--- config.mk ---
export PLATFORM = sky130hd
export DESIGN_NAME = tdc_mchan_stamper
export DESIGN_NICKNAME = d
export VERILOG_FILES = /design/src/rtl/tdc_pkg.sv /design/src/rtl/tdc_stamp_chan.sv /design/src/rtl/tdc_mchan_stamper.sv
export SDC_FILE = /design/constraint.sdc
export NUM_CORES = 1
export LEC_CHECK = 0
export CAP_MARGIN = 20
export CORE_MARGIN = 1.5
export CORE_UTILIZATION = 30
export CTS_CLUSTER_DIAMETER = 100
export DETAILED_ROUTE_END_ITERATION = 8
export PLACE_DENSITY = 0.43
export SLEW_MARGIN = 25
export SYNTH_ARGS = -nofsm -noshare
export SYNTH_HDL_FRONTEND = slang
export SYNTH_SLANG_ARGS = --single-unit
--- constraint.sdc ---
create_clock -name i_clk_tdc -period 17.2 [get_ports i_clk_tdc]
set_input_delay 2.58 -clock i_clk_tdc [delete_from_list [all_inputs] [get_ports i_clk_tdc]]
set_output_delay 2.58 -clock i_clk_tdc [all_outputs]
set_load 0.01 [all_outputs]
--- src/rtl/tdc_pkg.sv ---
// Shared sizing helpers and tdata field layout for the multi-channel TDC stamper.
package tdc_pkg;

  // Channel-number field width; a single-channel build still carries one bit.
  function automatic int chb_f(input int nch);
    return (nch <= 1) ? 1 : $clog2(nch);
  endfunction

  // Full output word width: {ovf, chan, ts}.
  function automatic int dw_f(input int nch, input int cw);
    return 1 + chb_f(nch) + cw;
  endfunction

  // Timestamp sits at the bottom of the word.
  localparam int TS_LSB = 0;

  // Channel index sits directly above the timestamp.
  function automatic int ch_lsb_f(input int cw);
    return cw;
  endfunction

  // Overflow flag is the most significant bit.
  function automatic int ovf_bit_f(input int nch, input int cw);
    return dw_f(nch, cw) - 1;
  endfunction

endpackage

--- src/rtl/tdc_stamp_chan.sv ---
// One TDC channel: input synchronizer, rising-edge detect, edge divider and a one-entry timestamp slot.
module tdc_stamp_chan
  import tdc_pkg::*;
#(
  parameter int COUNTER_WIDTH = 32,
  parameter int DIV_BITS      = 16,
  parameter int FF_SYNC_DEPTH = 2
) (
  input  logic                     i_clk_tdc,
  input  logic                     rst_tdc,
  input  logic                     i_ch,
  input  logic                     i_en,
  input  logic [DIV_BITS-1:0]      i_div_n,
  input  logic [COUNTER_WIDTH-1:0] i_ts,
  input  logic                     i_grant,
  output logic                     o_full,
  output logic                     o_slot_ovf,
  output logic [COUNTER_WIDTH-1:0] o_slot_ts,
  output logic                     o_ovf_evt
);

  logic [FF_SYNC_DEPTH-1:0] r_sync;
  logic                     r_sync_d;
  logic [DIV_BITS-1:0]      r_div_cnt;
  logic                     r_full;
  logic                     r_slot_ovf;
  logic [COUNTER_WIDTH-1:0] r_slot_ts;
  logic                     w_edge;
  logic                     w_event;

  assign w_edge    = r_sync[FF_SYNC_DEPTH-1] & ~r_sync_d;
  assign w_event   = w_edge & i_en & (r_div_cnt >= i_div_n);
  assign o_ovf_evt = w_event & r_full & ~i_grant;
  assign o_full    = r_full;
  assign o_slot_ovf = r_slot_ovf;
  assign o_slot_ts = r_slot_ts;

  // Shift the asynchronous input through the synchronizer and keep a delayed copy for edge detect.
  always_ff @(posedge i_clk_tdc or posedge rst_tdc) begin
    if (rst_tdc) begin
      r_sync   <= '0;
      r_sync_d <= 1'b0;
    end else begin
      r_sync   <= (r_sync << 1) | FF_SYNC_DEPTH'(i_ch);
      r_sync_d <= r_sync[FF_SYNC_DEPTH-1];
    end
  end

  // Count edges up to the divide value; a counter already past a lowered divide value fires on the next edge.
  always_ff @(posedge i_clk_tdc or posedge rst_tdc) begin
    if (rst_tdc) begin
      r_div_cnt <= '0;
    end else if (!i_en) begin
      r_div_cnt <= '0;
    end else if (w_edge) begin
      r_div_cnt <= (r_div_cnt >= i_div_n) ? '0 : r_div_cnt + DIV_BITS'(1);
    end
  end

  // Capture the timestamp into the slot; an event hitting a full, ungranted slot keeps the old stamp and flags overflow.
  always_ff @(posedge i_clk_tdc or posedge rst_tdc) begin
    if (rst_tdc) begin
      r_full     <= 1'b0;
      r_slot_ovf <= 1'b0;
      r_slot_ts  <= '0;
    end else if (w_event && (!r_full || i_grant)) begin
      r_full     <= 1'b1;
      r_slot_ovf <= 1'b0;
      r_slot_ts  <= i_ts;
    end else if (w_event) begin
      r_slot_ovf <= 1'b1;
    end else if (i_grant) begin
      r_full     <= 1'b0;
      r_slot_ovf <= 1'b0;
    end
  end

endmodule

--- src/rtl/tdc_mchan_stamper.sv ---
// Multi-channel TDC stamper: shared timestamp counter, per-channel stampers, round-robin arbiter and AXI-S output register.
module tdc_mchan_stamper
  import tdc_pkg::*;
#(
  parameter int NCH           = 4,
  parameter int COUNTER_WIDTH = 32,
  parameter int DIV_BITS      = 16,
  parameter int FF_SYNC_DEPTH = 2,
  localparam int CHB          = chb_f(NCH),
  localparam int DW           = dw_f(NCH, COUNTER_WIDTH)
) (
  input  logic                    i_clk_tdc,
  input  logic                    rst_tdc,
  input  logic [NCH-1:0]          i_ch,
  input  logic [NCH-1:0]          i_en,
  input  logic [NCH*DIV_BITS-1:0] i_div_n,
  input  logic                    i_ovf_clr,
  output logic [NCH-1:0]          o_ovf,
  output logic [DW-1:0]           o_m_axis_tdata,
  output logic                    o_m_axis_tvalid,
  input  logic                    i_m_axis_tready
);

  localparam int CH_LSB  = ch_lsb_f(COUNTER_WIDTH);
  localparam int OVF_BIT = ovf_bit_f(NCH, COUNTER_WIDTH);

  logic [COUNTER_WIDTH-1:0] r_ts;
  logic [NCH-1:0]           r_ovf;
  logic [DW-1:0]            r_tdata;
  logic                     r_tvalid;
  logic [CHB-1:0]           r_last;
  logic [NCH-1:0]           w_full;
  logic [NCH-1:0]           w_slot_ovf;
  logic [NCH-1:0]           w_ovf_evt;
  logic [NCH-1:0]           w_grant;
  logic [COUNTER_WIDTH-1:0] w_slot_ts [NCH];
  logic [CHB-1:0]           w_sel;
  logic                     w_found;
  logic                     w_can_load;

  assign w_can_load      = !r_tvalid || i_m_axis_tready;
  assign o_ovf           = r_ovf;
  assign o_m_axis_tdata  = r_tdata;
  assign o_m_axis_tvalid = r_tvalid;

  // Free-running timestamp counter; wraps silently.
  always_ff @(posedge i_clk_tdc or posedge rst_tdc) begin
    if (rst_tdc) r_ts <= '0;
    else         r_ts <= r_ts + COUNTER_WIDTH'(1);
  end

  for (genvar c = 0; c < NCH; c++) begin : g_chan
    tdc_stamp_chan #(
      .COUNTER_WIDTH(COUNTER_WIDTH),
      .DIV_BITS     (DIV_BITS),
      .FF_SYNC_DEPTH(FF_SYNC_DEPTH)
    ) u_chan (
      .i_clk_tdc (i_clk_tdc),
      .rst_tdc   (rst_tdc),
      .i_ch      (i_ch[c]),
      .i_en      (i_en[c]),
      .i_div_n   (i_div_n[c*DIV_BITS +: DIV_BITS]),
      .i_ts      (r_ts),
      .i_grant   (w_grant[c]),
      .o_full    (w_full[c]),
      .o_slot_ovf(w_slot_ovf[c]),
      .o_slot_ts (w_slot_ts[c]),
      .o_ovf_evt (w_ovf_evt[c])
    );
  end

  // Round-robin pick: first full slot strictly after the last granted one, granted only when the output can take it.
  always_comb begin
    w_found = 1'b0;
    w_sel   = r_last;
    w_grant = '0;
    for (int k = 1; k <= NCH; k++) begin
      if (!w_found && w_full[(int'(r_last) + k) % NCH]) begin
        w_found = 1'b1;
        w_sel   = CHB'((int'(r_last) + k) % NCH);
      end
    end
    for (int c = 0; c < NCH; c++) begin
      w_grant[c] = w_found && w_can_load && (w_sel == CHB'(c));
    end
  end

  // Output register loads the granted slot; holds its word until accepted. Arbiter pointer starts at the last channel so channel 0 goes first.
  always_ff @(posedge i_clk_tdc or posedge rst_tdc) begin
    if (rst_tdc) begin
      r_tvalid <= 1'b0;
      r_tdata  <= '0;
      r_last   <= CHB'(NCH - 1);
    end else if (w_found && w_can_load) begin
      r_tvalid                         <= 1'b1;
      r_tdata[OVF_BIT]                 <= w_slot_ovf[w_sel];
      r_tdata[CH_LSB +: CHB]           <= w_sel;
      r_tdata[TS_LSB +: COUNTER_WIDTH] <= w_slot_ts[w_sel];
      r_last                           <= w_sel;
    end else if (i_m_axis_tready) begin
      r_tvalid <= 1'b0;
    end
  end

  // Sticky overflow flags; a new overflow wins over a simultaneous clear.
  always_ff @(posedge i_clk_tdc or posedge rst_tdc) begin
    if (rst_tdc) r_ovf <= '0;
    else         r_ovf <= (r_ovf & ~{NCH{i_ovf_clr}}) | w_ovf_evt;
  end

endmodule

==> results by group, run 1 <==
Status
  • Status: finished clean

Synthesis
  • Largest family of logic cells by synthesized area: multiplexers
  • Synthesized area per cell: 10.97 sq um
  • Synth Warn #: 0
  • Multiplexer share of the synthesized area: 14.35%
  • Synth Area in XOR/XNOR: 2.735%
  • Synth Register Bits: 286
  • Synth Area in Adders: 5.992%
  • Number of enable flip-flop cells after synthesis: 0
  • Synth Area in Compound Gates: 10.85%
  • Yosys top cell by area: dfrtp_1
  • Post-synth ARST share: 100.0%
  • Simple-Gate Fraction of Synth Area: 11.92%
  • Netlist cell types: 58
  • Synth top area share: ~49%
  • Syn Inst Count: 1314
  • Post-synth top flop: dfrtp_1
  • Post-Syn Nets: 1459
  • Seq/Total Area, Yosys: 49.69%
  • Mapped Area: around 14000 sq um
  • Synth top area cells: dfrtp_1 (49%), mux2_2 (8.0%), ha_1 (6.0%)

CTS
  • Clock slew at reported path FFs: 0.06 ns
  • Setup Buffers After CTS: 0
  • CTS root buf: clkbuf_16
  • CTS Buffer Depth: 3
  • Sink Count: about 290
  • Clock latency on the worst-skew pair: 0.52 ns
  • CTS tree: built
  • Number of CTS-inserted buffers: 35
  • # hold bufs at CTS: 0
  • Post_cts resized: 0
  • Htree depth: 2

GRT
  • Vias in the first global route: ~11000
  • Largest net degree at the start of global routing: 118
  • First-pass GRT wire length: between 50 and 60 mm
  • Total GRT Usage: about 15%
  • Remaining global-route overflow: 0
  • Initial antenna violation count: 0

Min path
  • Type of the worst min-delay path: flip-flop to flip-flop

Cells and area
  • Synth-to-Final Area Change: 20.93%
  • Ant. Diodes: 0
  • Cell area after layout: 17420 sq um
  • Fin cells: 2064
  • Fillcell total: 4766
  • Final Util: 36.65%
  • Share of cells above drive strength 1: 15.46%
  • Final net count: 1568

Setup path
  • Critical path's slowest cell: buf_4
  • Worst path max stage delay: 0.56 ns
  • CP max FO: 32
  • WP data arrival: 5.62 ns
  • Worst Setup Path Type: input pin to flip-flop
  • Worst path cell trace: clkdlybuf4s50_1, inv_1, ha_1, a21oi_1, nand2_1, a211oi_1, o22a_1, a221o_2, buf_4, mux2_2
  • WP data required: between 15 and 20 ns
  • Worst setup EP type: flip-flop
  • Critical Path Source Type: input pin

Timing
  • Final Hold Fails: 0
  • Tcrit/Tclk final: 30.34%
  • Clock skew: 0.01127 ns
  • Fmax: 191.6 MHz
  • RSZ-0062 raised after global routing: no
  • Max_slew headroom: 31.10%
  • Final setup fails: 0
  • Setup TNS: 0 ns
  • Final min period: roughly 5.2 ns
  • Fin. max-slew vios: 0
  • Worst-Margin Slew: 1.030 ns

Floorplan
  • Cell Rows: 80
  • Die area: 49350 sq um
  • Core Region: 47550 sq um
  • DIE HEIGHT: 222.2 microns
  • Die Width: around 220 microns
  • Initial core utilization: 30.31%
  • Ports: 116

Power and ir drop
  • Max IR drop VDD: 70.31 uV
  • Power per standard cell area: 85.36 nW/um^2
  • Total power: 1.487 mW
  • Lkg Pwr: 8.170 nW

Placement
  • DP Area: 16270 sq um
  • Dpl hpwl: 22.68 mm
  • Port-buffer cells: 115
  • Routability cong.: 0.7243
  • DP Cell Count: 2001

Route
  • Vias post-DR: 10180
  • Pre-antenna DRT Iters: 5
  • Post-route ant nets: 0
  • Avg Vias per Cell: between 4 and 5
  • DR WL/cell: 17.45 microns
  • WL final: around 36 mm
  • 1st-iter DRT viols: 393
  • DRC: 0

Job
  • Max-cap violations: 0
==> worst max-delay path: cells and delay by family <==
family | cells | cell delay (ns)
AO/OA/AOI/OAI | 4 | 1.16
adder cells (fa/ha/maj) | 1 | 0.31
buffers and inverters | 3 | 1.05
multiplexers | 1 | 0.41
AND/OR/NAND/NOR | 1 | 0.06
==> cell usage after synthesis (all sizes together) (24+ instances only) <==
cell type	instances
nor2	62
a221oi	25
buf	24
o21ai	64
clkbuf	39
xnor2	24
dfrtp	284
a21oi	29
ha	69
inv	88
nand2	129
nand4	47
mux2	154
nand3	45
==> registers in the layout, indices dropped and copies added, names as in the netlist <==
signal                    flops
g_chan.u_chan.r_sync          8
g_chan.u_chan.r_div_cnt      64
o_m_axis_tvalid               1
g_chan.u_chan.o_slot_ovf      4
o_m_axis_tdata               35
g_chan.u_chan.r_sync_d        4
g_chan.u_chan.o_slot_ts     128
r_ts                         32
o_ovf                         4
g_chan.u_chan.o_full          4
r_last                        2
==> area by class of cell <==
| class | instances | area (sq um) | share of cell area, % |
|---|---|---|---|
| tap | 615 | 769.5 | 4.416 |
| inverter | 88 | 337.8 | 1.939 |
| clock inverter | 8 | 83.83 | 0.4811 |
| multi-input combinational | 877 | 6668 | 38.27 |
| clock buffer | 55 | 1072 | 6.154 |
| timing repair buffer | 135 | 1334 | 7.655 |
| sequential | 286 | 7159 | 41.09 |
==> layer usage <==
metal  global-route usage [%]  wire (microns)
met4                    3.204             561
met2                    23.89           16370
met3                    2.491            1262
met1                    21.09           17820
met5                        0               0
==> report_power, final <==
part           total (mW)  switching, mW  internal, mW
logic              0.0696         0.0376        0.0319
registers           0.683        0.00430         0.679
clock network       0.735          0.290         0.445
==> worst paths after layout <==
| check | slack, ns | start | cells after the start | endpoint |
|---|---|---|---|---|
| max | 11.98 | i_div_n[10] | 10 | g_chan[0].u_chan.o_slot_ts[31]$_DFFE_PP0P_ |
| min | 0.35 | g_chan[2].u_chan.r_sync[0]$_DFF_PP0_ | 0 | g_chan[2].u_chan.r_sync[1]$_DFF_PP0_ |
| max reg2reg | 13.63 | r_last[1]$_DFFE_PP1P_ | 8 | g_chan[0].u_chan.o_slot_ts[14]$_DFFE_PP0P_ |
| min reg2reg | 0.35 | g_chan[2].u_chan.r_sync[0]$_DFF_PP0_ | 0 | g_chan[2].u_chan.r_sync[1]$_DFF_PP0_ |
| max in group asynchronous | 13.15 | rst_tdc | 4 | g_chan[1].u_chan.o_slot_ts[13]$_DFFE_PP0P_ |
| min in group asynchronous | 2.57 | rst_tdc | 2 | g_chan[1].u_chan.r_div_cnt[1]$_DFFE_PP0P_ |
==> through the flow <==
stage | hold WS [ns] | setup slack (ns)
2_1_floorplan | 0.3312 | 6.731
3_3_place_gp | 0.3340 | 11.48
3_5_place_dp | 0.3364 | 11.45
4_1_cts | 0.3505 | 11.98
5_1_grt | 0.3628 | 11.72
6_report | 0.3473 | 11.98
==> cells in the final DEF, fill, tap and decap left out, types with 22 or more instances in the layout <==
cell               n
clkdlybuf4s50_1  115
nand4_1           47
clkbuf_16         36
nor2_1            61
mux2i_1           22
o21ai_0           62
inv_1             87
o311ai_0          22
dfrtp_1          284
a221oi_1          25
nand3_1           45
mux2_2           103
a21oi_1           28
ha_1              69
xnor2_1           24
nand2_1          129
mux2_4            30
==> logic make-up (layout without fill, tap and decap cells) <==
group | Yosys count | in the layout
and+or+nand+nor | 359 | 359
muxes | 176 | 176
xor gates and xnor gates | 45 | 45
buffers and inverters | 151 | 286
AOI/OAI and AO/OA | 228 | 228
adders and majority gates | 69 | 69
DFF | 286 | 286
Power figures use the tool's default switching activity.
==> run 2, diff against run 1 <==
--- a/config.mk
+++ b/config.mk
@@ -10,7 +10,7 @@
 export CORE_UTILIZATION = 30
 export CTS_CLUSTER_DIAMETER = 100
 export DETAILED_ROUTE_END_ITERATION = 8
-export PLACE_DENSITY = 0.43
+export PLACE_DENSITY = 0.44
 export SLEW_MARGIN = 25
 export SYNTH_ARGS = -nofsm -noshare
 export SYNTH_HDL_FRONTEND = slang
==> constraint.sdc (replaced) <==
create_clock -name i_clk_tdc -period 4.5 [get_ports i_clk_tdc]
set_input_delay 0.675 -clock i_clk_tdc [delete_from_list [all_inputs] [get_ports i_clk_tdc]]
set_output_delay 0.675 -clock i_clk_tdc [all_outputs]
set_load 0.01 [all_outputs]
==> run 2 against run 1 <==
Against the previous run:
- global-route usage decreased by 0.32 points
- sequential power increased to 3.8 times the previous value
- first-iteration DRC count increased by 1.8%
- via count about the same
- clock skew increased by 0.015 ns
- clock-buffer cell count decreased by 5
- total power increased to 3.8 times the previous value
- hold slack got worse by 0.00092 ns
- register-to-register slack got worse by 12 ns
- non-clock buffer count increased by 6
- clock power increased to 3.7 times the previous value
- critical endpoint is now g_chan[1].u_chan.o_slot_ts[26]$_DFFE_PP0P_
- largest cell class unchanged
==> results by group, run 2 (same netlist as run 1, synthesis figures left out) <==
Status
  • Status: finished clean

Setup path
  • Critical path's slowest cell: a31oi_1
  • WP data arrival: 3.56 ns
  • Worst path max stage delay: 0.48 ns
  • Worst Reg-to-Reg Cells: 8
  • WP data required: 4.90 ns
  • Worst setup EP type: flip-flop
  • Worst path cell trace: clkdlybuf4s50_1, inv_1, ha_1, a22o_1, nor4_1, o21ai_0, a31oi_1, nand2b_1, buf_4, mux2_2
  • Critical path buffer and inverter count: 3
  • Critical Path Source: i_div_n[23]
  • Critical Path Source Type: input pin
  • R2r startpoint: g_chan[1].u_chan.r_div_cnt[7]$_DFFE_PP0P_
  • R2r setup slk: 1.52 ns
  • CP top delay family: buffers and inverters
  • Worst Setup Path Type: input pin to flip-flop
  • CP max FO: 32
  • Worst r2r dst: g_chan[1].u_chan.o_slot_ts[26]$_DFFE_PP0P_

Floorplan
  • Ports: 116
  • Core Region: 47550 sq um
  • Die Width: about 220 microns
  • Initial core utilization: a little under a third
  • DIE HEIGHT: 222.2 microns
  • Cell Rows: 80
  • Die area: 49350 sq um

Cells and area
  • Ant. Diodes: 0
  • Fillcell total: ~4600
  • Number of flip-flops under the largest register name: 128
  • Share of cells above drive strength 1: 15.64%
  • Synth-to-Final Area Change: 20.92%
  • Most frequent cells in the layout: dfrtp_1 (284), nand2_1 (129), clkdlybuf4s50_1 (115), mux2_2 (103), inv_1 (87)
  • Final net count: 1574
  • Commonest non-fill, non-tap cell in the layout: dfrtp_1
  • Final Util: 36.64%

Route
  • Avg Vias per Cell: between 4 and 5
  • Post-route ant nets: 0
  • DR WL/cell: 16.98 microns
  • WL final: around 35 mm
  • DRC: 0
  • 1st-iter DRT viols: 400
  • Pre-antenna DRT Iters: 5
  • Vias post-DR: just over 10000

Timing
  • Final setup fails: 0
  • Worst-Margin Slew: ~0.86 ns
  • Final min period: 3.157 ns
  • Tcrit/Tclk final: 70.15%
  • RSZ-0062 raised after global routing: no
  • Setup TNS: 0 ns
  • Fmax: 316.8 MHz
  • Clock skew: 0.02611 ns
  • Final Hold Fails: 0
  • Max_slew headroom: 41.75%
  • Fin. max-slew vios: 0

CTS
  • Clock latency on the worst-skew pair: 0.54 ns
  • Htree depth: 2
  • CTS root buf: clkbuf_16
  • Post_cts resized: 0
  • # hold bufs at CTS: 0
  • Clock slew at reported path FFs: 0.06 ns
  • CTS tree: built
  • Number of CTS-inserted buffers: 35
  • Sink Count: 286
  • CTS Buffer Depth: 3
  • Setup Buffers After CTS: 0

GRT
  • Remaining global-route overflow: 0
  • Total GRT Usage: 14.59%
  • Largest net degree at the start of global routing: 119
  • Vias in the first global route: 10460
  • First-pass GRT wire length: 58.19 mm
  • Initial antenna violation count: 0

Placement
  • Port-buffer cells: 115
  • Routability cong.: 0.7296
  • Dpl hpwl: 23.10 mm

Power and ir drop
  • Lkg Pwr: 8.167 nW
  • Max IR drop VDD: 220.3 uV
  • Power per standard cell area: 321.7 nW/um^2

Min path
  • WHS Path Cells: 0
  • Hold endpoint: g_chan[1].u_chan.r_sync[1]$_DFF_PP0_
  • Min-delay src: g_chan[1].u_chan.r_sync[0]$_DFF_PP0_
  • Type of the worst min-delay path: flip-flop to flip-flop

Job
  • Max-cap violations: 0
==> run 2: cell types whose count changed in the layout (fill, tap and decap cells not counted), sizes merged <==
cell,previous run,this run
buf,20,26
clkbuf,55,50
clkinv,6,5
clkinvlp,0,4
inv,89,87
==> run 2: area by class of cell <==
cell class,count,area (sq um),area share [%]
sequential,286,7159,41.09
tap,615,769.5,4.417
timing repair buffer,141,1396,8.014
clock inverter,9,100.1,0.5745
clock buffer,50,1002,5.752
multi-input combinational,877,6661,38.23
inverter,88,334.1,1.917
==> run 2: stage by stage <==
stage	setup WS (ns)	std cells	power (mW)	hold WS (ns)	instance area, sq um
finish	1.343	2066	5.605	0.3464	17420
floorplan	0.03540	1314	2.782	0.3312	14410
global placement	0.8431	2007	2.930	0.3349	16320
CTS	1.347	2066	5.719	0.3489	17420
global route	1.199	2066	5.848	0.3578	17420
detailed placement	0.7703	2007	2.932	0.3356	16320
==> run 2: where the power goes <==
part / total, mW / internal (mW) / switching (mW)
Clock: 2.73 / 1.61 / 1.12
Sequential: 2.61 / 2.59 / 0.0165
Combinational: 0.268 / 0.124 / 0.144
==> run 2: worst register-to-register path: cells and delay by family, from the launching register on <==
kind	cells	cell delay, ns
AOI/OAI and AO/OA	3	0.89
and+or+nand+nor	2	0.31
muxes	1	0.42
DFF	1	0.44
adders and majority gates	1	0.34
buffers and inverters	1	0.44
==> run 2: how the worst max path moves through the flow <==
stage,end,depth (start not counted)
after global placement,g_chan[1].u_chan.o_slot_ts[15]$_DFFE_PP0P_,10
after detailed placement,g_chan[1].u_chan.o_slot_ts[4]$_DFFE_PP0P_,10
final,g_chan[1].u_chan.o_slot_ts[26]$_DFFE_PP0P_,10
after floorplan,g_chan[0].u_chan.o_full$_DFFE_PP0P_,1
after global routing,g_chan[1].u_chan.o_slot_ts[26]$_DFFE_PP0P_,10
after CTS,g_chan[1].u_chan.o_slot_ts[4]$_DFFE_PP0P_,10
==> run 2: per-layer routing <==
layer / global-route usage (%) / vias to the layer above / wire [microns]
li1: - / 4933 / -
met5: 0 / - / 0
met3: 2.703 / 46 / 1275
met2: 22.35 / 141 / 15570
met1: 21.19 / 5060 / 17620
met4: 3.469 / 0 / 604
==> run 3, diff against run 2 <==
--- a/config.mk
+++ b/config.mk
@@ -10,7 +10,7 @@
 export CORE_UTILIZATION = 30
 export CTS_CLUSTER_DIAMETER = 100
 export DETAILED_ROUTE_END_ITERATION = 8
-export PLACE_DENSITY = 0.44
+export PLACE_DENSITY = 0.43
 export SLEW_MARGIN = 25
 export SYNTH_ARGS = -nofsm -noshare
 export SYNTH_HDL_FRONTEND = slang
==> constraint.sdc (replaced) <==
create_clock -name i_clk_tdc -period 3.27 [get_ports i_clk_tdc]
set_input_delay 0.4905 -clock i_clk_tdc [delete_from_list [all_inputs] [get_ports i_clk_tdc]]
set_output_delay 0.4905 -clock i_clk_tdc [all_outputs]
set_load 0.01 [all_outputs]
==> run 3 against run 2 <==
Against the previous run:
- design area is 1.2% higher
- core utilization is 0.43 points higher
- register-to-register slack worse by 0.98 ns
- final cell count is 0.77% higher
- non-clock buffer count is 11 higher
==> results by group, run 3 (same netlist as run 1, synthesis figures left out) <==
Status
  • Status: finished clean

Power and ir drop
  • Comb pwr share: 4.7%
  • Sw power: 1.809 mW
  • Clock Power Share: 49.9%
  • Internal power: between 6 and 7 mW
  • Flop pwr share: a little under half
  • Switching fraction of total power: 22.85%
  • Lkg Pwr: 8.272 nW
  • Power per standard cell area: 449.2 nW/um^2
  • Max IR drop VDD: 288.3 uV

Route
  • DRC: 0
  • Vias post-DR: 10170
  • Avg Vias per Cell: about 4.9
  • Pre-antenna DRT Iters: 4
  • WL final: 35.81 mm
  • Post-route ant nets: 0
  • 1st-iter DRT viols: 482
  • DR WL/cell: 17.20 microns

Cells and area
  • Final net count: between 1500 and 2000
  • Number of flip-flops under the largest register name: 128
  • Fillcell total: ~4700
  • Multi-input logic area: 6661 sq um
  • Ant. Diodes: 0
  • Cell area after layout: 17630 sq um
  • Synth-to-Final Area Change: 22.33%
  • Most frequent cells in the layout: dfrtp_1 (284), nand2_1 (129), clkdlybuf4s50_1 (115), mux2_2 (103), inv_1 (87)
  • Share of cells above drive strength 1: 16.43%
  • Sequential cell area: 7159 sq um
  • Commonest non-fill, non-tap cell in the layout: dfrtp_1

Timing
  • RSZ-0062 raised after global routing: no
  • Fin. max-slew vios: 0
  • Worst-Margin Slew: 0.8791 ns
  • Final min period: 2.726 ns
  • Setup TNS: 0 ns
  • Clock skew: roughly 0.032 ns
  • Final setup fails: 0
  • Tcrit/Tclk final: 83.36%
  • Final Hold Fails: 0
  • Fmax: 366.8 MHz
  • Final worst setup slack: 0.5440 ns
  • Max_slew headroom: 40.78%

Setup path
  • WP data arrival: about 3.2 ns
  • Worst path cell trace: ha_1, nand4_1, or4_1, o22a_1, a211oi_4, buf_12, mux2_2
  • Critical path's slowest cell: or4_1
  • Worst path max stage delay: 0.52 ns
  • Worst setup EP type: flip-flop
  • R2r startpoint: g_chan[3].u_chan.r_div_cnt[10]$_DFFE_PP0P_
  • Worst r2r dst: g_chan[3].u_chan.o_slot_ts[10]$_DFFE_PP0P_
  • CP max FO: 32
  • WP data required: between 3 and 4 ns
  • Worst Reg-to-Reg Cells: 7
  • Worst Setup Path Type: flip-flop to flip-flop
  • R2r setup slk: around 0.54 ns
  • Critical Path Source Type: flip-flop

GRT
  • Largest net degree at the start of global routing: 77
  • Total GRT Usage: between 10% and 20%
  • Initial antenna violation count: 0
  • Remaining global-route overflow: 0
  • Vias in the first global route: 10640
  • First-pass GRT wire length: ~60 mm

Placement
  • Routability cong.: 0.7617
  • Dpl hpwl: 23.25 mm
  • DP Area: 16450 sq um
  • Dpl ws: 0.01832 ns
  • Port-buffer cells: roughly 120

Job
  • Max-cap violations: 0

Min path
  • Type of the worst min-delay path: input pin to async pin

CTS
  • # hold bufs at CTS: 0
  • Number of CTS-inserted buffers: 36
  • Sink Count: 286
  • Clock slew at reported path FFs: 0.06 ns
  • Htree depth: 2
  • Setup Buffers After CTS: 0
  • CTS root buf: clkbuf_16
  • CTS Buffer Depth: 3
  • Clock latency on the worst-skew pair: 0.55 ns
  • CTS tree: built
  • Post_cts resized: 0

Floorplan
  • Initial core utilization: 30.31%
  • Cell Rows: 80
  • Die Width: between 200 and 250 microns
  • DIE HEIGHT: 222.2 microns
  • Core Region: between 40000 and 50000 sq um
  • Ports: 116
  • Die area: 49350 sq um
[run 3: changes by cell type in the layout (fill, tap and decap cells not counted)]
| cell | previous run | this run |
|---|---|---|
| bufinv_16 | 1 | 2 |
| clkbuf_1 | 8 | 10 |
| buf_12 | 4 | 8 |
| buf_4 | 22 | 29 |
| inv_6 | 0 | 1 |
| clkbuf_16 | 35 | 36 |
[run 3: power by group through the flow]
| stage | sequential, mW | combinational, mW | clock [mW] |
|---|---|---|---|
| final | 3.59 | 0.373 | 3.95 |
| after global routing | 3.59 | 0.427 | 4.24 |
| after CTS | 3.59 | 0.387 | 4.11 |
| after detailed placement | 3.66 | 0.384 | 0 |
| after global placement | 3.66 | 0.382 | 0 |
| after floorplan | 3.66 | 0.170 | 0 |
[run 3: per-stage QoR]
stage / std cells / hold WS [ns] / total power, mW / util (%)
4_1_cts: 2082 / 0.3470 / 8.087 / 37.07
5_1_grt: 2082 / 0.3538 / 8.258 / 37.07
3_5_place_dp: 2018 / 0.3379 / 4.041 / 34.61
2_1_floorplan: 1314 / 0.3312 / 3.829 / -
3_3_place_gp: 2018 / 0.3332 / 4.038 / 34.61
6_report: 2082 / 0.3451 / 7.919 / 37.07
[run 3: how the worst max path moves through the flow]
stage	startpoint	endpoint	slack (ns)	cells after the start
floorplan	rst_tdc	g_chan[0].u_chan.o_full$_DFFE_PP0P_	-1.01	1
global placement	i_div_n[63]	g_chan[3].u_chan.o_slot_ts[16]$_DFFE_PP0P_	0.03	9
detailed placement	i_div_n[63]	g_chan[3].u_chan.o_slot_ts[11]$_DFFE_PP0P_	0.02	9
CTS	g_chan[3].u_chan.r_div_cnt[5]$_DFFE_PP0P_	g_chan[3].u_chan.o_slot_ts[11]$_DFFE_PP0P_	0.52	8
global route	g_chan[3].u_chan.r_div_cnt[2]$_DFFE_PP0P_	g_chan[3].u_chan.r_div_cnt[10]$_DFFE_PP0P_	0.38	8
finish	g_chan[3].u_chan.r_div_cnt[10]$_DFFE_PP0P_	g_chan[3].u_chan.o_slot_ts[10]$_DFFE_PP0P_	0.54	7
[run 3: worst max-delay path: cells and delay by family, from the launching register on]
family / cells / cell delay, ns
AO/OA/AOI/OAI: 2 / 0.50
adder cells (fa/ha/maj): 1 / 0.36
buffers and inverters: 1 / 0.27
flip-flops: 1 / 0.47
multiplexers: 1 / 0.36
AND/OR/NAND/NOR: 2 / 0.62
[run 3: area by class of cell]
cell class	count	share of cell area, %
inverters	88	1.895
clock inverters	11	0.7879
clock buffers	53	5.870
repair buffers	152	8.674
flip-flops and latches	286	40.62
well taps	615	4.365
multi-input cells	877	37.79
[run 3: per-layer routing]
layer	share of wire (%)	GRT usage [%]
met5	0	0
met4	1.9	4.507
met3	3.4	2.319
met2	45	23.89
met1	49	20.78
==> patch 1: new RTL, flow settings as in run 2 <==
`DIV_BITS` is set to 16 in 2 places; all go to 12.
--- a/src/rtl/tdc_stamp_chan.sv
+++ b/src/rtl/tdc_stamp_chan.sv
@@ -3,7 +3,7 @@
   import tdc_pkg::*;
 #(
   parameter int COUNTER_WIDTH = 32,
-  parameter int DIV_BITS      = 16,
+  parameter int DIV_BITS      = 12,
   parameter int FF_SYNC_DEPTH = 2
 ) (
   input  logic                     i_clk_tdc,
--- a/src/rtl/tdc_mchan_stamper.sv
+++ b/src/rtl/tdc_mchan_stamper.sv
@@ -4,7 +4,7 @@
 #(
   parameter int NCH           = 4,
   parameter int COUNTER_WIDTH = 32,
-  parameter int DIV_BITS      = 16,
+  parameter int DIV_BITS      = 12,
   parameter int FF_SYNC_DEPTH = 2,
   localparam int CHB          = chb_f(NCH),
   localparam int DW           = dw_f(NCH, COUNTER_WIDTH)
Ports: changed (resized i_div_n); port bits go from 116 to 100. No check against the original RTL was run, so the function may have changed too.
==> patch 1 against run 2 <==
Clock skew grew 0.0015 ns; worst setup slack improved by 0.15 ns; via count fell by 12%; design area down 7.6%; area after synthesis is 8.1% lower; worst hold slack is essentially flat; die area shrank 8.0%; routed wire length is 11% lower; register-to-register slack worse by 0.02 ns; sequential cell count is 16 lower; non-clock buffer count down 11; critical path type unchanged; critical endpoint is now g_chan[0].u_chan.o_slot_ts[6].
Power is not compared: it rests on default switching activity, and its combinational part moved more than twofold at a synthesized area within 25%.
==> patch 1: results (changes against run 2) <==
[logic_synthesis]
synth_common_cells = dfrtp_1 (268), nand2_1 (79), mux2i_1 (77)
synthDistinctLibCells = 57  ; -1.7%
synthTopCellsByArea = dfrtp_1 (51%), mux2i_1 (5.8%), mux2_1 (5.2%), ha_1 (5.0%), mux2_4 (3.4%)
syn_nets = 1275  ; -13%
yosysSeqAreaShare_pct = 51.04  ; +1.4 points
synth_cells = 1162  ; -12%

[placed_design]
placed_area_um2 = 14970  ; -8.3%
dp_slack_ns = 0.9170  ; +0.1467 ns
dp_hpwl_mm = 19.84  ; -14%
gp_congestion = 0.7853  ; +7.6%

[detailed_routing]
met2WireLength_mm = 13.86  ; -11%
drtIter0Drc = 297  ; -26%
wl_met3_mm = 1.305  ; +2.4%
totalWireLength_mm = 31.29  ; -11%

[global_routing]
grt.met1_usage_pct = 20.28  ; -0.91 points
met2_usage_pct = 22.41  ; +0.060 points
use_met3_pct = 2.839  ; +0.14 points
grt_usage_pct = 14.35  ; -0.25 points
grt_max_degree = 70  ; -41%
grt_pass1_wl_mm = 50.89  ; -13%

[timing]
clock_skew_ns = 0.02766  ; +0.001546 ns
fin_hold_ws_ns = 0.3466  ; +0.0002520 ns
fmax_mhz = 332.8  ; +5.1%

[cells_and_area]
instances_no_fill = 1879  ; -9.1%
drive_gt1_share_pct = 13.21  ; -2.4 points
fillers = 4349  ; -6.1%
nets = 1383  ; -12%

[run_status]
status = finished clean

[pwr]
power_mw = 6.400

[critical_path]
worst_path_largest_cell_delay_ns = 0.63  ; +0.15 ns

[clock_tree]
numCtsBuffers = 34  ; -2.9%

## patch 1: cell types whose count changed in the layout (fill, tap and decap cells not counted), moves of 16 or more
cell	before	now
dfrtp_1	284	268
clkdlybuf4s50_1	115	99
mux2_2	103	37
ha_1	69	53
mux2_1	21	61
nand2_1	129	79
a221oi_1	25	0
nand4_1	47	30
mux2i_1	22	77
## patch 1: layout make-up
type / count / area (um^2) / area share (%)
Timing Repair Buffer: 130 / 1269 / 7.881
Inverter: 74 / 281.5 / 1.749
Tap cell: 585 / 732.0 / 4.547
Multi-Input combinational cell: 760 / 5932 / 36.85
Sequential cell: 270 / 6759 / 41.99
Clock buffer: 53 / 1013 / 6.296
Clock inverter: 7 / 111.4 / 0.6917
## patch 1: final timing paths
kind	start	cells after the start	to
max in group asynchronous	rst_tdc	3	g_chan[1].u_chan.o_slot_ts[5]
worst max-delay path	i_m_axis_tready	8	g_chan[0].u_chan.o_slot_ts[6]
worst max register to register	r_last[1]	7	g_chan[0].u_chan.o_slot_ts[6]
worst min-delay path	g_chan[3].u_chan.r_sync[0]	0	g_chan[3].u_chan.r_sync[1]
min in group asynchronous	rst_tdc	2	g_chan[1].u_chan.o_slot_ts[29]
worst min register to register	g_chan[3].u_chan.r_sync[0]	0	g_chan[3].u_chan.r_sync[1]
## patch 1: cell families (layout without fill, tap and decap cells)
logic type	count (synthesis)	in the layout	share of synthesized area (%)
AO/OA/AOI/OAI	195	195	9.363
AND/OR/NAND/NOR	272	272	10.21
XOR/XNOR	35	35	2.315
buffers and inverters	132	264	4.507
adder cells (fa/ha/maj)	53	53	5.008
flip-flops	270	270	51.04
multiplexers	205	205	17.55
## patch 1: critical path, delay by kind of cell
family,cells,cell delay [ns]
mux,1,0.39
simple gates,2,0.79
compound gates,2,0.46
buf+inv,3,1.08
==> patch 2: new RTL, config.mk and constraints of run 2 <==
Without the edit above. Register the output `o_ovf` once more; this adds one clock of latency there. The other outputs are not delayed to match.
--- a/src/rtl/tdc_mchan_stamper.sv
+++ b/src/rtl/tdc_mchan_stamper.sv
@@ -39,7 +39,9 @@
   logic                     w_can_load;
 
   assign w_can_load      = !r_tvalid || i_m_axis_tready;
-  assign o_ovf           = r_ovf;
+  always_ff @(posedge i_clk_tdc) begin
+    o_ovf <= r_ovf;
+  end
   assign o_m_axis_tdata  = r_tdata;
   assign o_m_axis_tvalid = r_tvalid;
 
Formal check against the unedited RTL: no difference found for any inputs over 4 cycles, from zero or initial values and one cycle with rst_tdc high; that may be too few to reach the edited logic, so the function may still have changed.
==> patch 2 against run 2 <==
Design area up 0.66%; sequential cell count up 4; worst setup slack worse by 0.092 ns; clock skew down 0.0043 ns; final cell count down 1.8%; sequential share of layout area up 0.19 points; routed wire length down 1.4%; area after synthesis up 0.27%.
Power is not compared: it rests on default switching activity, and its combinational part moved more than twofold at a synthesized area within 25%.
==> patch 2: results (changes against run 2) <==
[run_status]
status = finished clean

[detailed_routing]
firstDrtPassIters = 5  ; unchanged
met2WireLength_mm = 15.40  ; -1.1%
wl_met3_mm = 1.356  ; +6.4%
wl_per_cell_um = 17.05  ; +0.43%
drtIter0Drc = 548  ; +37%
highest_layer = met4
vias_per_cell = 4.915  ; -0.26%
wl_met1_mm = 17.25  ; -2.1%

[cells_and_area]
nets = 1536  ; -2.4%
layout.comb_gates.multi_input = 837  ; -4.6%
multi_input_area_share_pct = 37.71  ; -0.52 points
num-nonclk-inverters = 90  ; +2.3%
fillers = 4730  ; +2.1%
drive_gt1_share_pct = 15.35  ; -0.30 points
nonClockBufferCount = 137  ; -2.8%
seq_area_um2 = 7239  ; +1.1%
clk_share_pct = 6.813  ; +0.49 points
final-nonclk-buf-share_pct = 7.862  ; -0.15 points

[critical_path]
cp-end-kind = register
crit_fanout = 22  ; -31%
worst-r2r-cell-count = 8  ; unchanged
reg2reg_slack_ns = 1.46  ; -0.06 ns
reg2reg_from = g_chan[2].u_chan.r_div_cnt[13]
worst_r2r_endpoint = g_chan[2].u_chan.r_div_cnt[3]
arrival_ns = 3.71  ; +0.15 ns
crit_start = i_div_n[45]

[logic_synthesis]
synth_fa_ha_area_share_pct = 5.976  ; -0.016 points
yosysSeqAreaShare_pct = 50.11  ; +0.42 points
synthDistinctLibCells = 65  ; +12%
synth_common_cells = dfrtp_1 (284), mux2_2 (98), inv_1 (90)
synth_xor_xnor_area_share_pct = 2.728  ; -0.0073 points
synth-seq-cells = 290  ; +1.4%
synthMuxAreaShare_pct = 15.90  ; +1.6 points
syn_nets = 1419  ; -2.7%
async_reset_ff_share_pct = 98.62  ; -1.4 points
synth_compound_area_share_pct = 11.25  ; +0.40 points
synthTopCellsByArea = dfrtp_1 (49%), mux2_2 (7.6%), ha_1 (6.0%), mux2i_1 (5.0%), mux2_4 (3.1%)

[global_routing]
grt_pass1_wl_mm = 56.42  ; -3.0%
use_met3_pct = 3.042  ; +0.34 points
first_global_vias = 10130  ; -3.2%
grt_max_degree = 116  ; -2.5%
grt.met1_usage_pct = 19.92  ; -1.3 points
met2_usage_pct = 22.35  ; unchanged
grt_usage_pct = 14.22  ; -0.38 points

[timing]
slew_headroom_pct = 46.07  ; +4.3 points
clock_skew_ns = 0.02179  ; -0.004324 ns
fin_crit_sh_pct = 72.19  ; +2.0 points

[min_path]
hold_start = g_chan[0].u_chan.r_sync[0]
min_to = g_chan[0].u_chan.r_sync[1]

[placed_design]
dp_hpwl_mm = 22.14  ; -4.1%
gp_congestion = 0.7499  ; +2.8%
dp_slack_ns = 0.7020  ; -0.06827 ns

[pwr]
p_leak_nw = 8.161

[clock_tree]
clockBufferDepth = 3  ; unchanged
numCtsBuffers = 35  ; unchanged

-- patch 2: cell count changes after synthesis, sizes merged, moves of 23 or more --
cell     before  now
mux2i        22   72
nand4        47   22
nand2       129   81
a31oi        21   46
a221oi       25    2
a2bb2oi       8   33
nor2         62   34
mux2        154  130
-- patch 2: stage by stage --
stage | instance area (um^2) | hold WS, ns | util, % | power (mW) | cells
floorplan | 14450 | 0.3312 | - | 3.097 | 1274
global placement | 16340 | 0.3324 | 34.30 | 3.486 | 1969
detailed placement | 16340 | 0.3362 | 34.30 | 3.490 | 1969
CTS | 17540 | 0.3483 | 36.81 | 6.520 | 2029
global route | 17540 | 0.3512 | 36.81 | 6.686 | 2029
finish | 17540 | 0.3464 | 36.81 | 6.384 | 2029
-- patch 2: worst max-delay path, stage by stage --
cell             delay, ns
clkdlybuf4s50_1       0.45
inv_1                 0.04
ha_1                  0.29
a211o_1               0.31
a2111oi_0             0.59
nand3_1               0.17
o21ai_2               0.66
buf_4                 0.28
a21o_1                0.12
a22o_1                0.11
